<file path="src/rtl/fp_align_sequencer.sv">
// fp_align_sequencer: multi-cycle float32 operand alignment for an adder.
// Captures an operand pair and picks the larger-exponent operand. It then
// right-shifts the other mantissa one bit per cycle into a guard/round/sticky
// extended field.
// Ports:
//   clk, rst_n              clock, asynchronous active-low reset
//   in_valid / in_ready     operand handshake (ready only in IDLE)
//   a, b                    float32 operands
//   out_valid / out_ready   result handshake (result held until accepted)
//   exp_out                 common (larger effective) exponent
//   mant_big                {hidden, fraction} of the larger-exponent operand
//   mant_small              aligned {hidden, fraction, guard, round, sticky}
//   sign_big, sign_small    signs of the larger / smaller exponent operands
//   swapped                 B had the strictly larger exponent
//   eff_sub                 sign_a ^ sign_b
//   busy                    FSM not in IDLE

// 8-bit adder/subtractor. Ctl=1 subtracts (A-B). Cout=1 means A>=B when
// subtracting. Difference is the magnitude |A-B| when subtracting and A+B
// otherwise. Outputs are zero when disabled.
module adder_subtractor_8bit (
  input  logic [7:0] A,
  input  logic [7:0] B,
  input  logic       Ctl,
  input  logic       enable,
  output logic [7:0] Difference,
  output logic       Cout
);
  logic [8:0] raw;

  always_comb begin
    raw        = {1'b0, A} + {1'b0, (Ctl ? ~B : B)} + {8'd0, Ctl};
    Difference = '0;
    Cout       = 1'b0;
    if (enable) begin
      Cout       = raw[8];
      Difference = (Ctl && !raw[8]) ? (~raw[7:0] + 8'd1) : raw[7:0];
    end
  end
endmodule

module fp_align_sequencer (
  input  logic        clk,
  input  logic        rst_n,
  input  logic        in_valid,
  output logic        in_ready,
  input  logic [31:0] a,
  input  logic [31:0] b,
  output logic        out_valid,
  input  logic        out_ready,
  output logic [7:0]  exp_out,
  output logic [23:0] mant_big,
  output logic [26:0] mant_small,
  output logic        sign_big,
  output logic        sign_small,
  output logic        swapped,
  output logic        eff_sub,
  output logic        busy
);
  typedef enum logic [1:0] {IDLE, COMPARE, SHIFT, DONE} state_t;

  state_t      state;
  logic [31:0] op_a, op_b;
  logic [25:0] sreg;
  logic        sticky;
  logic [4:0]  cnt;
  logic [7:0]  pend_exp;
  logic [23:0] pend_mbig;
  logic        pend_sbig, pend_ssmall, pend_swap;

  logic        hid_a, hid_b, ge, swap_c;
  logic [7:0]  eexp_a, eexp_b, mag;
  logic [4:0]  cnt_init;
  logic [25:0] small_init, sreg_sh;
  logic        sticky_sh;
  logic [7:0]  fin_exp;
  logic [23:0] fin_mbig;
  logic        fin_sbig, fin_ssmall, fin_swap;

  // Denormals (exponent field 0) use hidden bit 0 and effective exponent 1.
  assign hid_a  = |op_a[30:23];
  assign hid_b  = |op_b[30:23];
  assign eexp_a = hid_a ? op_a[30:23] : 8'd1;
  assign eexp_b = hid_b ? op_b[30:23] : 8'd1;

  adder_subtractor_8bit u_expdiff (
    .A          (eexp_a),
    .B          (eexp_b),
    .Ctl        (1'b1),
    .enable     (1'b1),
    .Difference (mag),
    .Cout       (ge)
  );

  always_comb begin
    swap_c     = ~ge;
    cnt_init   = (mag > 8'd26) ? 5'd26 : mag[4:0];
    small_init = swap_c ? {hid_a, op_a[22:0], 2'b00} : {hid_b, op_b[22:0], 2'b00};
    sreg_sh    = {1'b0, sreg[25:1]};
    sticky_sh  = sticky | sreg[0];
    // Result fields come straight from the comparison on a zero-shift
    // completion, otherwise from the values parked at COMPARE.
    if (state == COMPARE) begin
      fin_exp    = swap_c ? eexp_b : eexp_a;
      fin_mbig   = swap_c ? {hid_b, op_b[22:0]} : {hid_a, op_a[22:0]};
      fin_sbig   = swap_c ? op_b[31] : op_a[31];
      fin_ssmall = swap_c ? op_a[31] : op_b[31];
      fin_swap   = swap_c;
    end else begin
      fin_exp    = pend_exp;
      fin_mbig   = pend_mbig;
      fin_sbig   = pend_sbig;
      fin_ssmall = pend_ssmall;
      fin_swap   = pend_swap;
    end
  end

  always_ff @(posedge clk or negedge rst_n) begin
    if (!rst_n) begin
      state       <= IDLE;
      op_a        <= '0;
      op_b        <= '0;
      sreg        <= '0;
      sticky      <= 1'b0;
      cnt         <= '0;
      pend_exp    <= '0;
      pend_mbig   <= '0;
      pend_sbig   <= 1'b0;
      pend_ssmall <= 1'b0;
      pend_swap   <= 1'b0;
      in_ready    <= 1'b1;
      out_valid   <= 1'b0;
      busy        <= 1'b0;
      exp_out     <= '0;
      mant_big    <= '0;
      mant_small  <= '0;
      sign_big    <= 1'b0;
      sign_small  <= 1'b0;
      swapped     <= 1'b0;
      eff_sub     <= 1'b0;
    end else begin
      case (state)
        IDLE: begin
          if (in_valid) begin
            op_a     <= a;
            op_b     <= b;
            state    <= COMPARE;
            in_ready <= 1'b0;
            busy     <= 1'b1;
          end
        end
        COMPARE: begin
          sreg        <= small_init;
          sticky      <= 1'b0;
          cnt         <= cnt_init;
          pend_exp    <= fin_exp;
          pend_mbig   <= fin_mbig;
          pend_sbig   <= fin_sbig;
          pend_ssmall <= fin_ssmall;
          pend_swap   <= fin_swap;
          if (cnt_init == 5'd0) begin
            state      <= DONE;
            out_valid  <= 1'b1;
            exp_out    <= fin_exp;
            mant_big   <= fin_mbig;
            mant_small <= {small_init, 1'b0};
            sign_big   <= fin_sbig;
            sign_small <= fin_ssmall;
            swapped    <= fin_swap;
            eff_sub    <= op_a[31] ^ op_b[31];
          end else begin
            state <= SHIFT;
          end
        end
        SHIFT: begin
          sreg   <= sreg_sh;
          sticky <= sticky_sh;
          cnt    <= cnt - 5'd1;
          if (cnt == 5'd1) begin
            state      <= DONE;
            out_valid  <= 1'b1;
            exp_out    <= fin_exp;
            mant_big   <= fin_mbig;
            mant_small <= {sreg_sh, sticky_sh};
            sign_big   <= fin_sbig;
            sign_small <= fin_ssmall;
            swapped    <= fin_swap;
            eff_sub    <= op_a[31] ^ op_b[31];
          end
        end
        DONE: begin
          if (out_ready) begin
            state     <= IDLE;
            out_valid <= 1'b0;
            busy      <= 1'b0;
            in_ready  <= 1'b1;
          end
        end
        default: state <= IDLE;
      endcase
    end
  end
endmodule

</file>
<file path="config.mk">
export PLATFORM = sky130hd
export DESIGN_NAME = fp_align_sequencer
export DESIGN_NICKNAME = d
export VERILOG_FILES = /design/src/rtl/fp_align_sequencer.sv
export SDC_FILE = /design/constraint.sdc
export NUM_CORES = 1
export LEC_CHECK = 0
export BUFFER_PORTS_ARGS = -buffer_cell sky130_fd_sc_hd__buf_2
export CAP_MARGIN = 20
export CORE_MARGIN = 5
export CORE_UTILIZATION = 49
export CTS_CLUSTER_SIZE = 25
export DETAILED_ROUTE_END_ITERATION = 7
export GPL_TIMING_DRIVEN = 1
export PLACE_DENSITY = 0.83
export SETUP_SLACK_MARGIN = 0.3
export SKIP_LAST_GASP = 1
export SYNTH_ARGS = -nofsm -noshare
export SYNTH_HDL_FRONTEND = slang
export SYNTH_HIERARCHICAL = 1
export SYNTH_SLANG_ARGS = --single-unit
</file>
<file path="constraint.sdc">
create_clock -name clk -period 4.3 [get_ports clk]
set_input_delay 0.645 -clock clk [delete_from_list [all_inputs] [get_ports clk]]
set_output_delay 0.645 -clock clk [all_outputs]
set_load 0.05 [all_outputs]
</file>
==> results.ini <==
[finish]
finalNetCount = 990
antennaDiodeCount = 0
final_cell_mix = 197 x dfrtp_1, 132 x buf_2, 87 x mux2_2, 64 x mux2i_1, 59 x mux2_4
areaGrowthSynthToFinish_pct = 22.5
stdcell_count = 1185
fin_area_sq_um = 11700
final_common_cell = dfrtp_1
drive_gt1_share_pct = 43.9

[setup_path]
critPathLaunchType = flop
cpPeakStageDelay_ns = 0.43
cp-end-kind = flop
crit_slowest_cell = dfrtp_2
crit_chain = nor4_4 -> a21o_1 -> mux2i_2 -> inv_1 -> fa_2 -> xnor2_2 -> nor3b_4 -> inv_2 -> o41ai_4 -> mux2i_2 -> nor4_4 -> a21boi_2 -> nor3b_4 -> buf_6 -> buf_12 -> buf_16 -> mux2_4
cp_max_fo = 10
path_class = flop to flop
crit_required_ns = 4.62
worstPathArrival_ns = 4.69
path_buf_inv = 5
critPathTopFamily = simple AND/OR/NAND/NOR gates

[floorplan]
die_x_um = 150
core-area_sq_um = 19300
die_h_um = 150
row_count = 51
ioPinCount = 134
die_area_sq_um = 22400
initial_core_util_pct = 49.3

[synth]
ys.flop_type = dfrtp_1
synth_edf_count = 0
syn_area_sq_um = 9540
synthArstFlopShare_pct = 100
ys_types = 59
synth.area.top_cells = dfrtp_1 52%, mux2_2 11%, mux2_4 8.8%
synth_seq_area_share_pct = 52.2
avgSynthCellArea_sq_um = 12.5
synth.top_cell.area_share_pct = 51.9
postSynthCellCount = 760
synth_top_area_cell = dfrtp_1
ys_ff_latch = 199
yosys_warnings = 6

[grt]
grt_pass1_wl_mm = 35.3
first_global_vias = 6593
antenna_found_initial = 1
grt_use_total_pct = 20.1
gr-total-overflow = 0
grt_max_degree = 125

[clock_tree]
clockBufferDepth = 2
clk_pin_slew_ns = 0.08
tritoncts.num_buffers = 17
htree_levels = 4
cts_tree = yes
worstSkewPairLatency_ns = 0.44
cts_root_buffer = clkbuf_16
cts_sinks = 199

[timing]
setup_ws_ns = -0.0707
rsz0062_at_grt = true
skew_ns = 0.0107
post-route-min-period_ns = 4.37
final_hold_viol_count = 0
slew_headroom_pct = 34.8
min_period_over_period_pct = 102
max_freq_mhz = 229
setup_viol_count_final = 59
tightestPinTransition_ns = 0.978
drv_slew = 0

[detailed_routing]
drc = 0
drt_iter0_markers = 601
vias = 6496
drt_wl_total_mm = 22.6
postRouteAntennaNets = 0
drt-wirelength-per-cell_um = 19.1
drtPass1Iterations = 5
vias_per_cell = 5.48

[place]
place_area_sq_um = 10500
dp_hpwl_mm = 13.6
port_buffers = 133
gp_congestion = 0.835
post-place-cells = 1122

[worst_hold_path]
hp-class = input port to asynchronous set/reset pin

[flow_run]
drv_cap = 0

[outcome]
violations = negative setup slack
outcome = finished with violations

routing by layer:
layer / GRT usage (%) / routed length, um / vias to the layer above
met5: 0 / 13 / -
met4: 6.54 / 518 / 2
met3: 4.42 / 1090 / 45
met2: 32.5 / 11200 / 186
met1: 27.0 / 9860 / 3289
li1: - / - / 2974
flip-flops by register name (all words and copies together), names as in the netlist, 2 cells and up:
signal      flops
sreg           26
op_b           32
cnt             5
mant_small     27
exp_out         8
pend_exp        8
state           2
pend_mbig      24
op_a           32
mant_big       24
path summary, 6_finish.rpt:
| check | to | cells past startpoint | slack (ns) | start |
|---|---|---|---|---|
| setup / recovery | mant_big[5] | 17 | -0.07 | op_b[24] |
| hold reg to reg | sreg[13] | 1 | 0.51 | sreg[13] |
| hold / removal | op_a[26] | 1 | 0.33 | rst_n |
| setup reg to reg | mant_big[5] | 17 | -0.07 | op_b[24] |
| max in group asynchronous | mant_small[19] | 2 | 2.93 | rst_n |
| min in group clk | op_b[10] | 2 | 0.43 | b[10] |
what timing repair did:
item | in CTS | in global routing
gates resized for setup | 19 | 25
cloned | 6 | 2
endpoints found under the setup margin | 63 | 68
pin swaps | 9 | 9
hold buffers | 0 | 0
setup buffers | 18 | 5
synth_stat cells (all sizes together), types with 9 or more instances:
library cell / instances
o21ai: 37
xor2: 9
nand2: 36
nand3: 11
dfrtp: 198
ha: 14
mux2i: 66
nor2: 48
mux2: 146
clkbuf: 39
buf: 16
inv: 22
a21oi: 50
cell type report:
cell class	count	area, sq um
fill	1457	7650
tap	265	332
clock inverter	13	164
inverter	23	86.3
timing repair buffer	180	1270
multi-input combinational	486	4390
clock buffer	19	453
sequential	199	4980
kinds of logic after synthesis:
| group | synth area share, % |
|---|---|
| AOI/OAI and AO/OA | 7.86 |
| xor gates and xnor gates | 0.918 |
| adders and majority gates | 2.05 |
| buffers and inverters | 4.32 |
| DFF | 52.2 |
| muxes | 26.4 |
| other | 0.0393 |
| and+or+nand+nor | 6.19 |
metrics by stage:
stage               TNS (ns)  hold WS [ns]  utilization [%]  setup WS (ns)
finish                 -2.18         0.325             60.4        -0.0707
global route           -8.85         0.424             60.4         -0.170
CTS                        0         0.397             59.4         0.0582
detailed placement    -0.930         0.490             54.1        -0.0365
global placement           0         0.488             54.1         0.0756
floorplan                  0         0.349                -          0.275
Power is not shown: default switching activity piles up to over one toggle a cycle in this logic, so the estimate is an artifact.
